--- config.mk ---
export PLATFORM = sky130hd
export DESIGN_NAME = bram_stream_ctrl
export DESIGN_NICKNAME = d
export VERILOG_FILES = /design/src/rtl/bram_ctrl_pkg.sv /design/src/rtl/bram_ctrl_skid.sv /design/src/rtl/bram_stream_ctrl.sv
export SDC_FILE = /design/constraint.sdc
export NUM_CORES = 1
export LEC_CHECK = 0
export CAP_MARGIN = 40
export CORE_AREA = 2 2 104 106
export DETAILED_ROUTE_END_ITERATION = 6
export DIE_AREA = 0 0 106 108
export DONT_BUFFER_PORTS = 1
export SYNTH_ARGS = -nofsm -noshare
export SYNTH_HDL_FRONTEND = slang
export SYNTH_SLANG_ARGS = --single-unit
--- constraint.sdc ---
create_clock -name clk -period 2.9 [get_ports clk]
set_input_delay 0.29 -clock clk [delete_from_list [all_inputs] [get_ports clk]]
set_output_delay 0.29 -clock clk [all_outputs]
set_load 0.005 [all_outputs]
--- src/rtl/bram_ctrl_pkg.sv ---
// Shared types and default widths for the block-RAM stream controller.
package bram_ctrl_pkg;

    localparam int ADDR_W_DEF = 8;
    localparam int DATA_W_DEF = 16;
    localparam int DEPTH      = 2 ** ADDR_W_DEF;

    typedef enum logic [1:0] {
        IDLE = 2'd0,
        LOAD = 2'd1,
        PLAY = 2'd2
    } state_e;

endpackage

--- src/rtl/bram_ctrl_skid.sv ---
// Two-entry valid/ready buffer on the playback path; reports its occupancy
// so the read issuer can keep the RAM pipeline from overrunning it.
module bram_ctrl_skid #(
    parameter int DATA_W = 16
) (
    input  logic              clk,
    input  logic              rst_n,
    input  logic              in_valid,
    output logic              in_ready,
    input  logic [DATA_W-1:0] in_data,
    output logic              out_valid,
    input  logic              out_ready,
    output logic [DATA_W-1:0] out_data,
    output logic [1:0]        occupancy
);

    logic [DATA_W-1:0] mem [2];
    logic              rd_ptr;
    logic              wr_ptr;
    logic [1:0]        count;
    logic              push;
    logic              pop;

    assign in_ready  = (count != 2'd2);
    assign out_valid = (count != 2'd0);
    assign out_data  = mem[rd_ptr];
    assign occupancy = count;
    assign push      = in_valid && in_ready;
    assign pop       = out_valid && out_ready;

    always_ff @(posedge clk or negedge rst_n) begin
        if (!rst_n) begin
            mem[0] <= '0;
            mem[1] <= '0;
            rd_ptr <= 1'b0;
            wr_ptr <= 1'b0;
            count  <= 2'd0;
        end else begin
            if (push) begin
                mem[wr_ptr] <= in_data;
                wr_ptr      <= ~wr_ptr;
            end
            if (pop) begin
                rd_ptr <= ~rd_ptr;
            end
            case ({push, pop})
                2'b10:   count <= count + 2'd1;
                2'b01:   count <= count - 2'd1;
                default: count <= count;
            endcase
        end
    end

endmodule

--- src/rtl/bram_stream_ctrl.sv ---
// Loads a 256x16 block RAM from a valid/ready stream and plays a region of it
// back as a valid/ready stream, hiding the RAM's one-cycle read latency.
module bram_stream_ctrl
    import bram_ctrl_pkg::*;
#(
    parameter int ADDR_W = ADDR_W_DEF,
    parameter int DATA_W = DATA_W_DEF
) (
    input  logic              clk,
    input  logic              rst_n,
    input  logic              load_start,
    input  logic [ADDR_W-1:0] load_len,
    input  logic              in_valid,
    output logic              in_ready,
    input  logic [DATA_W-1:0] in_data,
    output logic              load_done,
    input  logic              play_start,
    input  logic [ADDR_W-1:0] play_base,
    input  logic [ADDR_W-1:0] play_len,
    input  logic              play_loop,
    input  logic              play_stop,
    output logic              out_valid,
    input  logic              out_ready,
    output logic [DATA_W-1:0] out_data,
    output logic              busy,
    output logic [ADDR_W-1:0] ram_waddr,
    output logic [DATA_W-1:0] ram_wdata,
    output logic              ram_we,
    output logic              ram_wclke,
    output logic [ADDR_W-1:0] ram_raddr,
    output logic              ram_re,
    output logic              ram_rclke,
    output logic [DATA_W-1:0] ram_mask,
    input  logic [DATA_W-1:0] ram_rdata,
    output logic [1:0]        state_dbg
);

    localparam logic [1:0] ST_IDLE = IDLE;
    localparam logic [1:0] ST_LOAD = LOAD;
    localparam logic [1:0] ST_PLAY = PLAY;

    // Handshake rule for both streams: a word moves on a rising edge where
    // valid and ready are both high; valid never depends on ready.

    logic [1:0]        state;
    logic [ADDR_W-1:0] wptr;
    logic [ADDR_W-1:0] wcnt;
    logic [ADDR_W-1:0] rptr;
    logic [ADDR_W-1:0] ridx;
    logic [ADDR_W-1:0] base_q;
    logic [ADDR_W-1:0] len_q;
    logic              loop_q;
    logic              stop_seen;
    logic              in_flight;
    logic [1:0]        occ;
    logic              skid_in_ready;
    logic              wr_fire;
    logic              rd_issue;
    logic              pop;

    assign in_ready  = (state == ST_LOAD);
    assign wr_fire   = in_ready && in_valid;
    assign pop       = out_valid && out_ready;

    // Buffer slots already committed (held or in flight) must stay below two
    // after this cycle's pop, so a returning word always finds room.
    assign rd_issue  = (state == ST_PLAY) &&
                       (({1'b0, occ} + {2'b00, in_flight}) < (3'd2 + {2'b00, pop}));

    assign ram_we    = wr_fire;
    assign ram_wclke = wr_fire;
    assign ram_waddr = wptr;
    assign ram_wdata = wr_fire ? in_data : '0;
    assign ram_re    = rd_issue;
    assign ram_rclke = rd_issue;
    assign ram_raddr = rptr;
    assign ram_mask  = '0;
    assign busy      = (state != ST_IDLE) || (occ != 2'd0) || in_flight;
    assign state_dbg = state;

    always_ff @(posedge clk or negedge rst_n) begin
        if (!rst_n) begin
            state     <= ST_IDLE;
            wptr      <= '0;
            wcnt      <= '0;
            rptr      <= '0;
            ridx      <= '0;
            base_q    <= '0;
            len_q     <= '0;
            loop_q    <= 1'b0;
            stop_seen <= 1'b0;
            in_flight <= 1'b0;
            load_done <= 1'b0;
        end else begin
            load_done <= 1'b0;
            in_flight <= rd_issue;
            case (state)
                ST_IDLE: begin
                    if (load_start) begin
                        state <= ST_LOAD;
                        wptr  <= '0;
                        wcnt  <= load_len;
                    end else if (play_start) begin
                        state     <= ST_PLAY;
                        rptr      <= play_base;
                        base_q    <= play_base;
                        len_q     <= play_len;
                        ridx      <= '0;
                        loop_q    <= play_loop;
                        stop_seen <= 1'b0;
                    end
                end
                ST_LOAD: begin
                    if (wr_fire) begin
                        wptr <= wptr + ADDR_W'(1);
                        if (wptr == wcnt) begin
                            state     <= ST_IDLE;
                            load_done <= 1'b1;
                        end
                    end
                end
                ST_PLAY: begin
                    if (play_stop) begin
                        stop_seen <= 1'b1;
                    end
                    if (rd_issue) begin
                        if (ridx == len_q) begin
                            if (loop_q && !(stop_seen || play_stop)) begin
                                rptr <= base_q;
                                ridx <= '0;
                            end else begin
                                state <= ST_IDLE;
                            end
                        end else begin
                            rptr <= rptr + ADDR_W'(1);
                            ridx <= ridx + ADDR_W'(1);
                        end
                    end
                end
                default: state <= ST_IDLE;
            endcase
        end
    end

    bram_ctrl_skid #(.DATA_W(DATA_W)) u_skid (
        .clk       (clk),
        .rst_n     (rst_n),
        .in_valid  (in_flight),
        .in_ready  (skid_in_ready),
        .in_data   (ram_rdata),
        .out_valid (out_valid),
        .out_ready (out_ready),
        .out_data  (out_data),
        .occupancy (occ)
    );

endmodule

==> results of run 1 <==
final timing paths:
| kind | endpoint | slack [ns] | depth (start not counted) |
|---|---|---|---|
| worst max-delay path | ram_raddr[1] | 0.44 | 6 |
| worst min-delay path | len_q[7] | 0.04 | 2 |
| worst max register to register | ram_raddr[1] | 0.44 | 6 |
| worst min register to register | base_q[5] | 0.49 | 2 |
| max in group asynchronous | ridx[1] | 2.03 | 2 |
| min in group asynchronous | u_skid.mem[0] | 0.47 | 2 |
power by group through the flow:
| stage | combinational (W) | sequential, W | clock (W) |
|---|---|---|---|
| after floorplan | 0.00142 | 0.00212 | 0 |
| after global placement | 0.00160 | 0.00228 | 0 |
| after detailed placement | 0.00165 | 0.00231 | 0 |
| after CTS | 0.00168 | 0.00228 | 0.000917 |
| after global routing | 0.00186 | 0.00236 | 0.000980 |
| final | 0.00166 | 0.00227 | 0.000886 |
state kept, by name (all words and copies together), names as in the netlist:
signal and count:
loop_q 1, load_done 1, len_q 8, u_skid.occupancy 2, base_q 8, wcnt 8
u_skid.wr_ptr 1, ram_raddr 8, ram_waddr 8, stop_seen 1, u_skid.mem 32, u_skid.rd_ptr 1
ridx 8, state_dbg 2, in_flight 1
per-stage QoR:
stage | worst slack, ns | total power [W]
after floorplan | 0.764 | 0.00353
after global placement | 0.498 | 0.00388
after detailed placement | 0.453 | 0.00395
after CTS | 0.442 | 0.00489
after global routing | 0.288 | 0.00520
final | 0.438 | 0.00482
cell type report:
| type | count | area share, % |
|---|---|---|
| tap | 136 | 3.45 |
| multi-input combinational | 310 | 43.5 |
| clock buffer | 11 | 2.86 |
| inverter | 14 | 1.06 |
| timing repair buffer | 12 | 2.28 |
| sequential | 90 | 45.6 |
| clock inverter | 5 | 1.29 |
worst register-to-register path, cell delays in order, from the launching register on:
cell and delay, ns:
dfrtp_1 0.46, ha_1 0.23, ha_1 0.27, o21a_1 0.17, o31a_1 0.47, or2_1 0.39, mux2_1 0.37
cell usage in the layout (no fill, tap or decap), types with 2 or more instances in the layout:
cell type	netlist	final
inv_1	14	14
a21oi_1	7	7
mux2_2	57	57
nand2_1	63	63
o311a_1	5	5
clkbuf_8	0	10
xor2_1	3	3
a211o_1	2	2
a211oi_1	11	11
and2_1	16	16
buf_4	18	10
nand3_1	12	12
and3_1	4	4
nand4_1	10	10
xnor2_1	23	23
and4_1	3	3
o2bb2ai_1	3	3
clkinv_4	0	3
nor3_1	3	3
conb_1	1	16
nor2_1	16	16
o22ai_1	5	5
nand2b_1	3	3
dfrtp_1	90	90
or3_1	4	4
ha_1	6	6
o21ai_0	10	10
nor4_1	4	4
o31ai_1	4	4
timing repair:
action / 4_1_cts / 5_1_grt
endpoints found under the hold margin: 90 / 0
endpoints found under the setup margin: 0 / 0
resized for setup: 0 / 0
hold buffers: 2 / 0
setup buffers: 0 / 0
logic make-up after synthesis:
family,Yosys count,share of synthesized area [%]
buffers and inverters,52,5.91
flip-flops,90,48.8
AND/OR/NAND/NOR,144,15.1
other,1,0.0813
AO/OA/AOI/OAI,59,9.14
adder cells (fa/ha/maj),6,1.63
XOR/XNOR,26,4.93
multiplexers,59,14.4
per-layer routing:
metal / share of wire [%] / GRT usage (%) / routed length [µm]
met1: 44 / 23.3 / 4370
met2: 48 / 28.9 / 4780
met3: 7.8 / 6.21 / 781
met4: 1.0 / 5.36 / 104
met5: 0 / 0 / 0
==> results.sh, run 1 <==
export IMPL_place_inst=560
export IMPL_max_stage_delay_ns=0.47
export IMPL_final_cells=578
export IMPL_hold_class="in -> reg"
export IMPL_path_delay_family="compound AO/OA/AOI/OAI gates"
export IMPL_viasPerCell=5.45
export IMPL_relSlewSlack_pct=46.8
export IMPL_start_util_pct=45.1
export IMPL_post_route_util_pct=48.3
export IMPL_io_pins=138
export IMPL_synth_seq_area_share_pct=48.8
export IMPL_seq_power_share_pct=47.2
export IMPL_yosysTopAreaCell="dfrtp_1"
export IMPL_final_max_slew_viol_count=0
export IMPL_num_vias=3152
export IMPL_wl_per_cell_um=17.4
export IMPL_finalInstanceArea_um2=4940
export IMPL_grt_max_degree=91
export IMPL_rsz0062_at_grt="false"
export IMPL_grt_pass1_vias=3186
export IMPL_synth_top_area_share_pct=48.8
export IMPL_drt_wl_total_um=10000
export IMPL_clkPwrFrac_pct=18.4
export IMPL_fillers=942
export IMPL_ys_ff_latch=90
export IMPL_grt_first_pass_wirelength_um=16300
export IMPL_ys_types=51
export IMPL_finalWeightedCongestion=0.856
export IMPL_crit_arrival_ns=2.70
export IMPL_worst_pin_slew_ns=0.792
export IMPL_finalCriticalPeriod_ns=2.46
export IMPL_synth_most_common_cell="dfrtp_1"
export IMPL_fin_crit_sh_pct=84.9
export IMPL_ir_worst_vdd_mv=0.390
export IMPL_area_delta_synth_final_pct=7.02
export IMPL_skew_ns=0.00942
export IMPL_path_clk_slew_ns=0.09
export IMPL_clock_path_buffers=2
export IMPL_grt_overflow_total=0
export IMPL_power_frac_comb_pct=34.4
export IMPL_place_area_um2=4700
export IMPL_critPathKind="reg -> reg"
export IMPL_synth_edff_count=0
export IMPL_critPathLaunchType="flop"
export IMPL_async_flop_share_pct=100
export IMPL_reg2reg_from="u_skid.occupancy[0]"
export IMPL_max_freq_mhz=406
export IMPL_drc=0
export IMPL_cp_slowest_cell="o31a_1"
export IMPL_synth_ff_type="dfrtp_1"
export IMPL_hold_start="play_len[7]"
export IMPL_n_antenna_cell=0
export IMPL_finish_net_count=507
export IMPL_crit_required_ns=3.14
export IMPL_portBuffers=0
export IMPL_drt_iter0_markers=159
export IMPL_dieWidth_um=106
export IMPL_crit_chain="ha_1 -> ha_1 -> o21a_1 -> o31a_1 -> or2_1 -> mux2_1"
export IMPL_firstDrtPassIters=5
export IMPL_finalSetupTns_ns=0
export IMPL_critical_path_buf_inv_count=0
export IMPL_row_count=37
export IMPL_ys_top_cells_by_area="dfrtp_1 (49%), mux2_2 (14%), nand2_1 (5.1%)"
export IMPL_die_h_um=108
export IMPL_h_tree_depth=3
export IMPL_syn_inst=437
export IMPL_multiInputGateArea_um2=2150
export IMPL_cts_root_buf="clkbuf_8"
export IMPL_path_max_fanout=13
export IMPL_powerDensity_nw_per_um2=975
export IMPL_synth_common_cells="dfrtp_1 (90), nand2_1 (63), mux2_2 (57)"
export IMPL_crit_start="u_skid.occupancy[0]"
export IMPL_finalSetupViolations=0
export IMPL_power_leakage_nw=2.10
export IMPL_syn_avg_cell_area_um2=10.6
export IMPL_drive_gt1_share_pct=19.5
export IMPL_synth_area_um2=4610
export IMPL_ys_warn_count=0
export IMPL_p_sw_w=0.00174
export IMPL_timing_max_cap_violations=0
export IMPL_crit_top_cell="ha_1"
export IMPL_clk_latency_ns=0.35
export IMPL_crit_path_end_kind="flop"
export IMPL_final_seq_area_um2=2250
export IMPL_swShare_pct=36.2
export IMPL_status="finished, final reports clean"
export IMPL_antenna_found_initial=0
export IMPL_detail_route_antenna_nets=0
export IMPL_dp_hpwl_um=7140
export IMPL_cts_tree="yes"
export IMPL_p_int_w=0.00307
export IMPL_die_area_um2=11400
export IMPL_core_area_um2=10200
export IMPL_grt_use_total_pct=18.1
export IMPL_hold_worst_slack_ns=0.0352
export IMPL_finalHoldViolCount=0
export IMPL_clock_sinks=90
export IMPL_cts_buffers_inserted=9
Power figures use the tool's default switching activity.
==> inputs of run 2 (changes only) <==
- clock period: 2.9 -> 2.3 ns (I/O delays scaled with it)
==> results.sh, run 2 (same netlist as run 1, synthesis figures left out) <==
export IMPL_status="finished, violations left"
export IMPL_failed_checks="negative hold slack"
export IMPL_io_pins=138
export IMPL_drt_wl_total_um=10600
export IMPL_place_area_um2=4780
export IMPL_finalInstanceArea_um2=5430
export IMPL_power_frac_comb_pct=36.2
export IMPL_core_area_um2=10200
export IMPL_use_met1_pct=22.8
export IMPL_final_cell_mix="dfrtp_1 (90), nand2_1 (63), mux2_2 (57)"
export IMPL_fin_crit_sh_pct=91.2
export IMPL_viasPerCell=5.41
export IMPL_die_area_um2=11400
export IMPL_die_h_um=108
export IMPL_power_w=0.00624
export IMPL_skew_ns=0.00876
export IMPL_path_max_fanout=4
export IMPL_largest_reg_flops=32
export IMPL_ir_worst_vdd_mv=0.487
export IMPL_powerDensity_nw_per_um2=1150
export IMPL_swShare_pct=36.1
export IMPL_drc=0
export IMPL_detail_route_antenna_nets=0
export IMPL_dieWidth_um=106
export IMPL_finalSetupTns_ns=0
export IMPL_wl_per_cell_um=16.9
export IMPL_post_route_util_pct=53.0
export IMPL_place_inst=570
export IMPL_cts_root_buf="clkbuf_8"
export IMPL_grt_overflow_total=0
export IMPL_crit_arrival_ns=1.87
export IMPL_antenna_found_initial=0
export IMPL_n_antenna_cell=0
export IMPL_seq_power_share_pct=45.4
export IMPL_grt_use_total_pct=18.8
export IMPL_final_max_slew_viol_count=0
export IMPL_clk_latency_ns=0.37
export IMPL_hold_class="in -> async"
export IMPL_regMostFlops="u_skid.mem"
export IMPL_drive_gt1_share_pct=19.7
export IMPL_path_clk_slew_ns=0.09
export IMPL_finalHoldViolCount=90
export IMPL_finish_net_count=558
export IMPL_area_delta_synth_final_pct=17.6
export IMPL_crit_path_end_kind="output pin"
export IMPL_crit_required_ns=2.07
export IMPL_worst_pin_slew_ns=0.758
export IMPL_finalWeightedCongestion=0.851
export IMPL_drt_iter0_markers=192
export IMPL_hold_worst_slack_ns=-0.458
export IMPL_final_common_cell="dfrtp_1"
export IMPL_grtUsageMet2_pct=31.8
export IMPL_start_util_pct=45.1
export IMPL_h_tree_depth=3
export IMPL_max_freq_mhz=477
export IMPL_dp_hpwl_um=7320
export IMPL_grt_busiest_layer="met2"
export IMPL_cts_setup_buffers=0
export IMPL_firstDrtPassIters=4
export IMPL_clock_sinks=90
export IMPL_row_count=37
export IMPL_critPathLaunchType="flop"
export IMPL_clkPwrFrac_pct=18.3
export IMPL_met3_usage_pct=4.52
export IMPL_rsz0062_at_grt="false"
export IMPL_portBuffers=0
export IMPL_power_leakage_nw=2.32
export IMPL_p_sw_w=0.00225
export IMPL_grt_max_degree=91
export IMPL_cts_tree="yes"
export IMPL_critPathKind="reg -> out"
export IMPL_final_cells=629
export IMPL_grt_pass1_vias=3431
export IMPL_clock_path_buffers=2
export IMPL_cts_buffers_inserted=9
export IMPL_grt_first_pass_wirelength_um=16900
export IMPL_num_vias=3404
export IMPL_finalCriticalPeriod_ns=2.10
export IMPL_p_int_w=0.00399
export IMPL_finalSetupViolations=0
export IMPL_timing_max_cap_violations=0
export IMPL_relSlewSlack_pct=49.5
==> run 2: cell count changes in the layout (fill, tap and decap cells not counted), moves of 2 or more <==
cell	previous run	this run
dlygate4sd3_1	1	43
buf_4	10	19
inv_6	0	2
clkinv_4	3	1
==> run 2: path summary, 6_finish.rpt <==
check | depth (start not counted) | slack (ns) | end | start
max | 5 | 0.20 | ram_re | in_flight
min reg2reg | 2 | 0.48 | loop_q | loop_q
min in group clk | 1 | 0.01 | u_skid.mem[3] | ram_rdata[3]
max in group asynchronous | 0 | 2.60 | base_q[4] | rst_n
min | 0 | -0.46 | u_skid.mem[0] | rst_n
max reg2reg | 6 | 0.23 | ridx[3] | in_flight
==> run 2: critical path, stage by stage, from the launching register on <==
cell,delay [ns]
dfrtp_1,0.40
ha_1,0.20
ha_1,0.27
o21a_1,0.14
nor3_1,0.29
buf_4,0.20
==> run 2: stage by stage <==
| stage | setup WS (ns) | hold WS (ns) |
|---|---|---|
| after floorplan | 0.164 | -0.0656 |
| after global placement | 0.176 | -0.0625 |
| after detailed placement | 0.128 | -0.0613 |
| after CTS | 0.134 | -0.474 |
| after global routing | 0.0959 | -0.473 |
| final | 0.203 | -0.458 |
==> run 2: layer usage <==
| layer | share of wire, % | up-vias |
|---|---|---|
| met5 | 0 | - |
| met4 | 2.7 | 0 |
| met3 | 7.6 | 20 |
| met2 | 48 | 154 |
| met1 | 41 | 1630 |
| li1 | - | 1600 |
==> run 2: cell type report <==
type,count,area (µm²)
Tap cell,136,170
Sequential cell,90,2250
Fill cell,923,4810
Timing Repair Buffer,63,593
Inverter,14,52.6
Clock inverter,6,71.3
Clock buffer,10,138
Multi-Input combinational cell,310,2150
==> run 2: timing repair <==
item / CTS / global route
gates resized for setup: 0 / 1
hold buffers: 42 / 1
hold endpoints to repair: 145 / 91
endpoints found under the setup margin: 0 / 1
==> run 2: power by group through the flow <==
| stage | clock network [W] | logic [W] | registers, W |
|---|---|---|---|
| floorplan | 0 | 0.00178 | 0.00267 |
| global placement | 0 | 0.00215 | 0.00282 |
| detailed placement | 0 | 0.00220 | 0.00285 |
| CTS | 0.00118 | 0.00227 | 0.00283 |
| global route | 0.00123 | 0.00249 | 0.00293 |
| finish | 0.00114 | 0.00226 | 0.00284 |
